### src/rtl/mem_port_arbiter.sv
// mem_port_arbiter: two-port (instruction fetch / data) arbiter in front of a
// single-ported synchronous memory. One access every two cycles (ACC, RESP).
// Optional feature macro: ARB_RR_EN selects round-robin contested arbitration
// instead of fixed data priority with a starvation guard.
module mem_port_arbiter #(
    parameter int unsigned AW         = 10,
    parameter int unsigned DW         = 32,
    parameter int unsigned STARVE_MAX = 4
) (
    input  logic          clk,
    input  logic          rst,
    input  logic          if_req,
    input  logic [AW-1:0] if_addr,
    output logic          if_gnt,
    output logic          if_rvalid,
    output logic [DW-1:0] if_rdata,
    input  logic          dm_req,
    input  logic          dm_we,
    input  logic [AW-1:0] dm_addr,
    input  logic [DW-1:0] dm_wdata,
    output logic          dm_gnt,
    output logic          dm_rvalid,
    output logic [DW-1:0] dm_rdata,
    output logic          mem_en,
    output logic          mem_we,
    output logic [AW-1:0] mem_addr,
    output logic [DW-1:0] mem_wdata,
    input  logic [DW-1:0] mem_rdata,
    output logic          busy
);

    typedef enum logic [1:0] {StIdle, StAcc, StResp} state_e;

    state_e        state_q, state_d;
    logic          win_dm_q, win_dm_d;   // 1: current access belongs to dm
    logic [AW-1:0] addr_q, addr_d;
    logic          we_q, we_d;
    logic [DW-1:0] wdata_q, wdata_d;
    logic [DW-1:0] if_rdata_q, if_rdata_d;
    logic [DW-1:0] dm_rdata_q, dm_rdata_d;
    logic          pick_dm;
    logic          resp_rd;

`ifdef ARB_RR_EN
    // Side that wins the next contested arbitration; if goes first out of reset.
    logic rr_dm_q, rr_dm_d;
`else
    localparam logic [2:0] StarveMax = 3'(STARVE_MAX);
    logic [2:0] cnt_q, cnt_d;
`endif

    // Winner selection for an arbitration slot
    always_comb begin
        pick_dm = dm_req;
        if (if_req && dm_req) begin
`ifdef ARB_RR_EN
            pick_dm = rr_dm_q;
`else
            pick_dm = (cnt_q < StarveMax);
`endif
        end
    end

    // Next-state: arbitrate in IDLE/RESP, capture read data in RESP
    always_comb begin
        state_d    = state_q;
        win_dm_d   = win_dm_q;
        addr_d     = addr_q;
        we_d       = we_q;
        wdata_d    = wdata_q;
        if_rdata_d = if_rdata_q;
        dm_rdata_d = dm_rdata_q;
`ifdef ARB_RR_EN
        rr_dm_d    = rr_dm_q;
`else
        cnt_d      = cnt_q;
`endif
        if (state_q == StResp && !we_q) begin
            if (win_dm_q) dm_rdata_d = mem_rdata;
            else          if_rdata_d = mem_rdata;
        end
        unique case (state_q)
            StAcc: state_d = StResp;
            default: begin
                if (if_req || dm_req) begin
                    state_d  = StAcc;
                    win_dm_d = pick_dm;
                    addr_d   = pick_dm ? dm_addr : if_addr;
                    we_d     = pick_dm & dm_we;
                    wdata_d  = pick_dm ? dm_wdata : '0;
`ifdef ARB_RR_EN
                    if (if_req && dm_req) rr_dm_d = ~pick_dm;
`else
                    if (!pick_dm)                    cnt_d = '0;
                    else if (if_req && cnt_q != 3'd7) cnt_d = cnt_q + 3'd1;
`endif
                end else begin
                    state_d = StIdle;
                end
            end
        endcase
    end

    // State and datapath registers
    always_ff @(posedge clk or posedge rst) begin
        if (rst) begin
            state_q    <= StIdle;
            win_dm_q   <= 1'b0;
            addr_q     <= '0;
            we_q       <= 1'b0;
            wdata_q    <= '0;
            if_rdata_q <= '0;
            dm_rdata_q <= '0;
`ifdef ARB_RR_EN
            rr_dm_q    <= 1'b0;
`else
            cnt_q      <= '0;
`endif
        end else begin
            state_q    <= state_d;
            win_dm_q   <= win_dm_d;
            addr_q     <= addr_d;
            we_q       <= we_d;
            wdata_q    <= wdata_d;
            if_rdata_q <= if_rdata_d;
            dm_rdata_q <= dm_rdata_d;
`ifdef ARB_RR_EN
            rr_dm_q    <= rr_dm_d;
`else
            cnt_q      <= cnt_d;
`endif
        end
    end

    // Outputs decoded from state; read data passes through during its valid cycle
    always_comb begin
        resp_rd   = (state_q == StResp) && !we_q;
        mem_en    = (state_q == StAcc);
        mem_we    = mem_en & we_q;
        mem_addr  = mem_en ? addr_q : '0;
        mem_wdata = mem_en ? wdata_q : '0;
        if_gnt    = mem_en & ~win_dm_q;
        dm_gnt    = mem_en & win_dm_q;
        if_rvalid = resp_rd & ~win_dm_q;
        dm_rvalid = resp_rd & win_dm_q;
        if_rdata  = if_rvalid ? mem_rdata : if_rdata_q;
        dm_rdata  = dm_rvalid ? mem_rdata : dm_rdata_q;
        busy      = (state_q != StIdle);
    end

endmodule

### config.mk
export PLATFORM = sky130hd
export DESIGN_NAME = mem_port_arbiter
export DESIGN_NICKNAME = d
export VERILOG_FILES = /design/src/rtl/mem_port_arbiter.sv
export SDC_FILE = /design/constraint.sdc
export NUM_CORES = 1
export LEC_CHECK = 0
export CAP_MARGIN = 40
export CELL_PAD_IN_SITES_DETAIL_PLACEMENT = 0
export CELL_PAD_IN_SITES_GLOBAL_PLACEMENT = 1
export CORE_ASPECT_RATIO = 0.7
export CORE_MARGIN = 3
export CORE_UTILIZATION = 33
export CTS_CLUSTER_SIZE = 24
export DETAILED_ROUTE_END_ITERATION = 12
export PLACE_DENSITY = 0.77
export SLEW_MARGIN = 20
export SYNTH_ARGS = -nofsm -noshare
export SYNTH_HDL_FRONTEND = slang
export SYNTH_SLANG_ARGS = --single-unit
### constraint.sdc
create_clock -name clk -period 5.1 [get_ports clk]
set_clock_uncertainty 0.2 [all_clocks]
set_input_delay 1.53 -clock clk [delete_from_list [all_inputs] [get_ports clk]]
set_output_delay 1.53 -clock clk [all_outputs]
set_load 0.02 [all_outputs]
; ---- Yosys cells after proc, flatten, opt, wreduce, memory -nomap -nowiden
; Index checks and enable logic that the tools add are counted.
[word_totals]
register_bits = 113
out_inout_bits = 113
[op_classes]
add_sub_neg = 1
magnitude_cmp = 1
n_eq_ne = 4
n_mux = 11
n_bitwise = 8
reduce_logical = 10
[ops]
columns = op, n
row1 = 2-to-1 mux 32 bit, 4
row2 = 2-to-1 mux 10 bit, 2
row3 = AND 1 bit, 6
row4 = 2-to-1 mux 3 bit, 2
row5 = AND reduction 2 bit, 3
row6 = "adder 3 x 1 -> 3 bit, second input constant", 1
row7 = logical AND 1 bit, 3
row8 = "< comparator 3 bit, second input constant", 1
row9 = "!= test 3 bit, second input constant", 1
row10 = AND reduction 3 bit, 1
row11 = "equality test 2 x 1 -> 1 bit, second input constant", 1
row12 = "equality test 2 bit, second input constant", 1
row13 = 2-to-1 mux 1 bit, 2
row14 = 2-to-1 mux 2 bit, 1
row15 = "!= test 2 x 1 -> 1 bit, second input constant", 1
row16 = NOT 1 bit, 2
row17 = nonzero test 2 bit, 1
row18 = logical NOT 1 bit, 1
row19 = logical OR 1 bit, 1

; ---- Longest topological paths before layout
; Gate-level depths: netlist of run 1.
[depth]
word_depth = 4
depth_mapped = 6
mapped_depth_nobuf = 5

; ---- Worst setup path after synthesis of run 1
; Ideal clock, no wire load.
[synth_timing]
kind = in2out
start = input port mem_rdata[26]
end = output port if_rdata[26]
arrival_ps = 1911
required_time_ps = 3370
path_slack_ps = 1459
cell_stages = 1
n_path_buf = 0
path_cell_list = mux2_1
[synth_between]
elab_chain_len = 1
[synth_rtl]
columns = element, line_no
row1 = from (decl), 28  ; input logic [DW-1:0] mem_rdata,
row2 = 2-to-1 mux 32 bit, 146  ; if_rdata = if_rvalid ? mem_rdata : if_rdata_q;
row3 = to (decl), 16  ; output logic [DW-1:0] if_rdata,
; No other way between the ends.

; ---- Worst setup path after layout of run 1
[layout_timing]
start = input port mem_rdata[28]
end = output port dm_rdata[28]
[layout_between]
elab_chain_len = 1
[layout_rtl]
columns = element, line_no
row1 = 2-to-1 mux 32 bit, 147  ; dm_rdata = dm_rvalid ? mem_rdata : dm_rdata_q;
row2 = to (decl), 23  ; output logic [DW-1:0] dm_rdata,
; No other way between the ends.

==> results of run 1 <==
power breakdown:
group          leakage [nW]  switching, mW  internal [mW]
Combinational          1.46           1.23           1.23
Clock                 0.254          0.423          0.665
Sequential             1.37          0.154           1.31
logic make-up after synthesis:
family | Yosys count | share of synthesized area [%]
AND/OR/NAND/NOR | 75 | 9.46
AO/OA/AOI/OAI | 60 | 9.70
flip-flops | 113 | 60.7
multiplexers | 65 | 15.7
adder cells (fa/ha/maj) | 2 | 0.537
buffers and inverters | 30 | 3.87
metrics by stage:
stage	area (um2)	power, mW	std cells
finish	7350	5.02	746
global route	7350	5.31	746
CTS	7350	5.09	746
detailed placement	6810	3.98	714
global placement	6810	3.92	714
floorplan	4660	2.83	345
cell usage in the layout, fill, tap and decap left out, drive strengths merged:
cell | Yosys | final
dfrtp | 113 | 113
o21ai | 2 | 2
clkdlybuf4s50 | 0 | 201
ha | 2 | 2
nor4b | 1 | 1
nand4b | 1 | 1
nor2 | 2 | 2
nand2b | 1 | 1
mux2 | 64 | 64
a31oi | 10 | 10
and2 | 44 | 44
or2 | 2 | 2
buf | 15 | 6
a311oi | 1 | 1
bufinv | 0 | 1
nor2b | 1 | 1
mux2i | 1 | 1
clkbuf | 8 | 18
clkinvlp | 0 | 6
nand4 | 1 | 1
a21bo | 1 | 1
nand2 | 21 | 21
a21boi | 1 | 1
a21oi | 10 | 10
inv | 7 | 8
a22o | 33 | 33
o22ai | 1 | 1
a21o | 1 | 1
clkinv | 0 | 6
and4bb | 1 | 1
how the worst max path moves through the flow:
stage                  start                    end  slack (ns)  cells after the start
4_1_cts        mem_rdata[19]           dm_rdata[19]        0.54                      3
3_3_place_gp   mem_rdata[28]           dm_rdata[28]        0.53                      3
3_5_place_dp   mem_rdata[26]           if_rdata[26]        0.54                      3
2_1_floorplan            rst  addr_q[0]$_DFFE_PP0P_        0.38                      1
5_1_grt        mem_rdata[26]           if_rdata[26]        0.49                      3
6_report       mem_rdata[28]           dm_rdata[28]        0.55                      3
flip-flops by register name (all words and copies together) (netlist names):
signal	flops
addr_q	10
cnt_q	3
dm_rdata_q	32
if_rdata_q	32
state_q	2
wdata_q	32
we_q	1
win_dm_q	1
final cells by class:
cell class                 count  area, um2
inverter                       7       28.8
timing repair buffer         207       2070
multi-input combinational    202       1650
tap                          185        231
fill                        1189       6140
clock inverter                14        118
clock buffer                  18        429
sequential                   113       2830
worst max-delay path, stage by stage:
cell,delay (ns)
clkdlybuf4s50_1,0.50
mux2_2,0.17
clkdlybuf4s50_1,0.62
metal layers:
layer / global-route usage (%) / vias up / routed length (um)
li1: - / 1614 / -
met1: 21.4 / 1782 / 5740
met2: 25.4 / 144 / 5790
met3: 7.78 / 8 / 1270
met4: 4.28 / 0 / 90
met5: 0 / - / 0
==> flow_summary.ini, run 1 <==
[cts]
cts_tree = built
post_cts_buffers = 0
clkLatencyLatePin_ns = 0.41
cts_max_path_buffers = 2
htreeDepth = 4
cts_resized = 0
clk_pin_slew_worst_paths_ns = 0.05
cts_buffers = 17
cts-hold-fix-buffers = 0
clock-root-buffer = clkbuf_16
clock-sinks = 113

[worst_setup_path]
critPathKind = input port to output pin
worst_ep_required_time_ns = 3.37
path_max_fanout = 2
reg2reg_to = wdata_q[6]$_DFFE_PP0P_
reg2reg_depth = 6
critPathCaptureType = output pin
worstPathArrival_ns = 2.82
timing.rr.start = state_q[1]$_DFF_PP0_
start_kind = input port
ff2ff_setup_slack_ns = 2.89

[timing]
fin_crit_sh_pct = 89.3
slew-limit-headroom_pct = 46.6
final.min_clock_period_ns = 4.55
tightest_slew_ns = 0.800
fmax_mhz = 220
hold_ws_ns = 0.281
slew_violations = 0
finalSetupViolations = 0
hold_violations = 0
setup_ws_ns = 0.547
rsz0062_at_grt = false
finalSetupTns_ns = 0

[route]
firstDrtPassIters = 4
post_drt_wl_per_cell_um = 17.3
via_per_inst = 4.76
wirelength_um = 12900
num_vias = 3548
route.detailed.drc = 0
ant_nets = 0
drt_iter0_markers = 133

[pwr]
p_leak_nw = 3.08
max-vdd-ir-drop_v = 0.000248
power_density_nw_per_um2 = 683

[placement]
pre_cts_slack_ns = 0.537
place.gp.congestion = 0.743
portBuffers = 201
dp_hpwl_um = 8800

[floorplan]
die-area_um2 = 15600
die_w_um = 148
die_h_um = 105
rows = 35
io_pins = 202
start_util_pct = 34.5
core_region_area_um2 = 13500

[logic_synthesis]
synth_fp_nets = 436
ys_ff_latch = 113
ys.flop_type = dfrtp_1
synthArstFlopShare_pct = 100
ys_top_cells_by_area = dfrtp_1 (61%), mux2_2 (15%), a22o_1 (6.2%)
synth_most_common_cell = dfrtp_1
postSynthAreaPerCell_um2 = 13.5
yosys_warnings = 0
synth_area_um2 = 4660
yosys.area.top_type = dfrtp_1
yosys-top-cells-count = dfrtp_1 (113), mux2_2 (63), and2_1 (44), a22o_1 (33), nand2_1 (21)
synth_top_cell_area_share_pct = 60.7
ys_seq_area_share_pct = 60.7
synth_edf_count = 0
syn_inst = 345
synth.distinct_cells = 31

[grt]
grt_pass1_wl_um = 20600
grt_max_degree = 114
antenna_found_initial = 0
grt_usage_pct = 16.6
grt_pass1_vias = 3799
gr-total-overflow = 0

[cells_and_area]
syn_to_final_growth_pct = 57.9
antenna_cells = 0
utilization_pct = 54.5
drive_gt1_share_pct = 19.3
nets = 639

[worst_hold_path]
min_to = if_rdata_q[26]$_DFFE_PP0P_
holdPathStages = 1
min-delay-start = if_rdata_q[26]$_DFFE_PP0P_
hold_path.class = register to register

[flow_run]
drv_cap = 0

[status]
status = complete, no violations
Power figures use the tool's default switching activity.
==> inputs of run 2 (changes only) <==
Settings changed: CAP_MARGIN 40 to 30.
==> results of run 2 <==
The final DEF is identical to that of run 1; final timing and power are the same.
==> inputs of run 3 (changes only) <==
Settings changed: CAP_MARGIN 30 to 25.
==> results of run 3 <==
The final DEF is identical to that of run 1; final timing and power are the same.
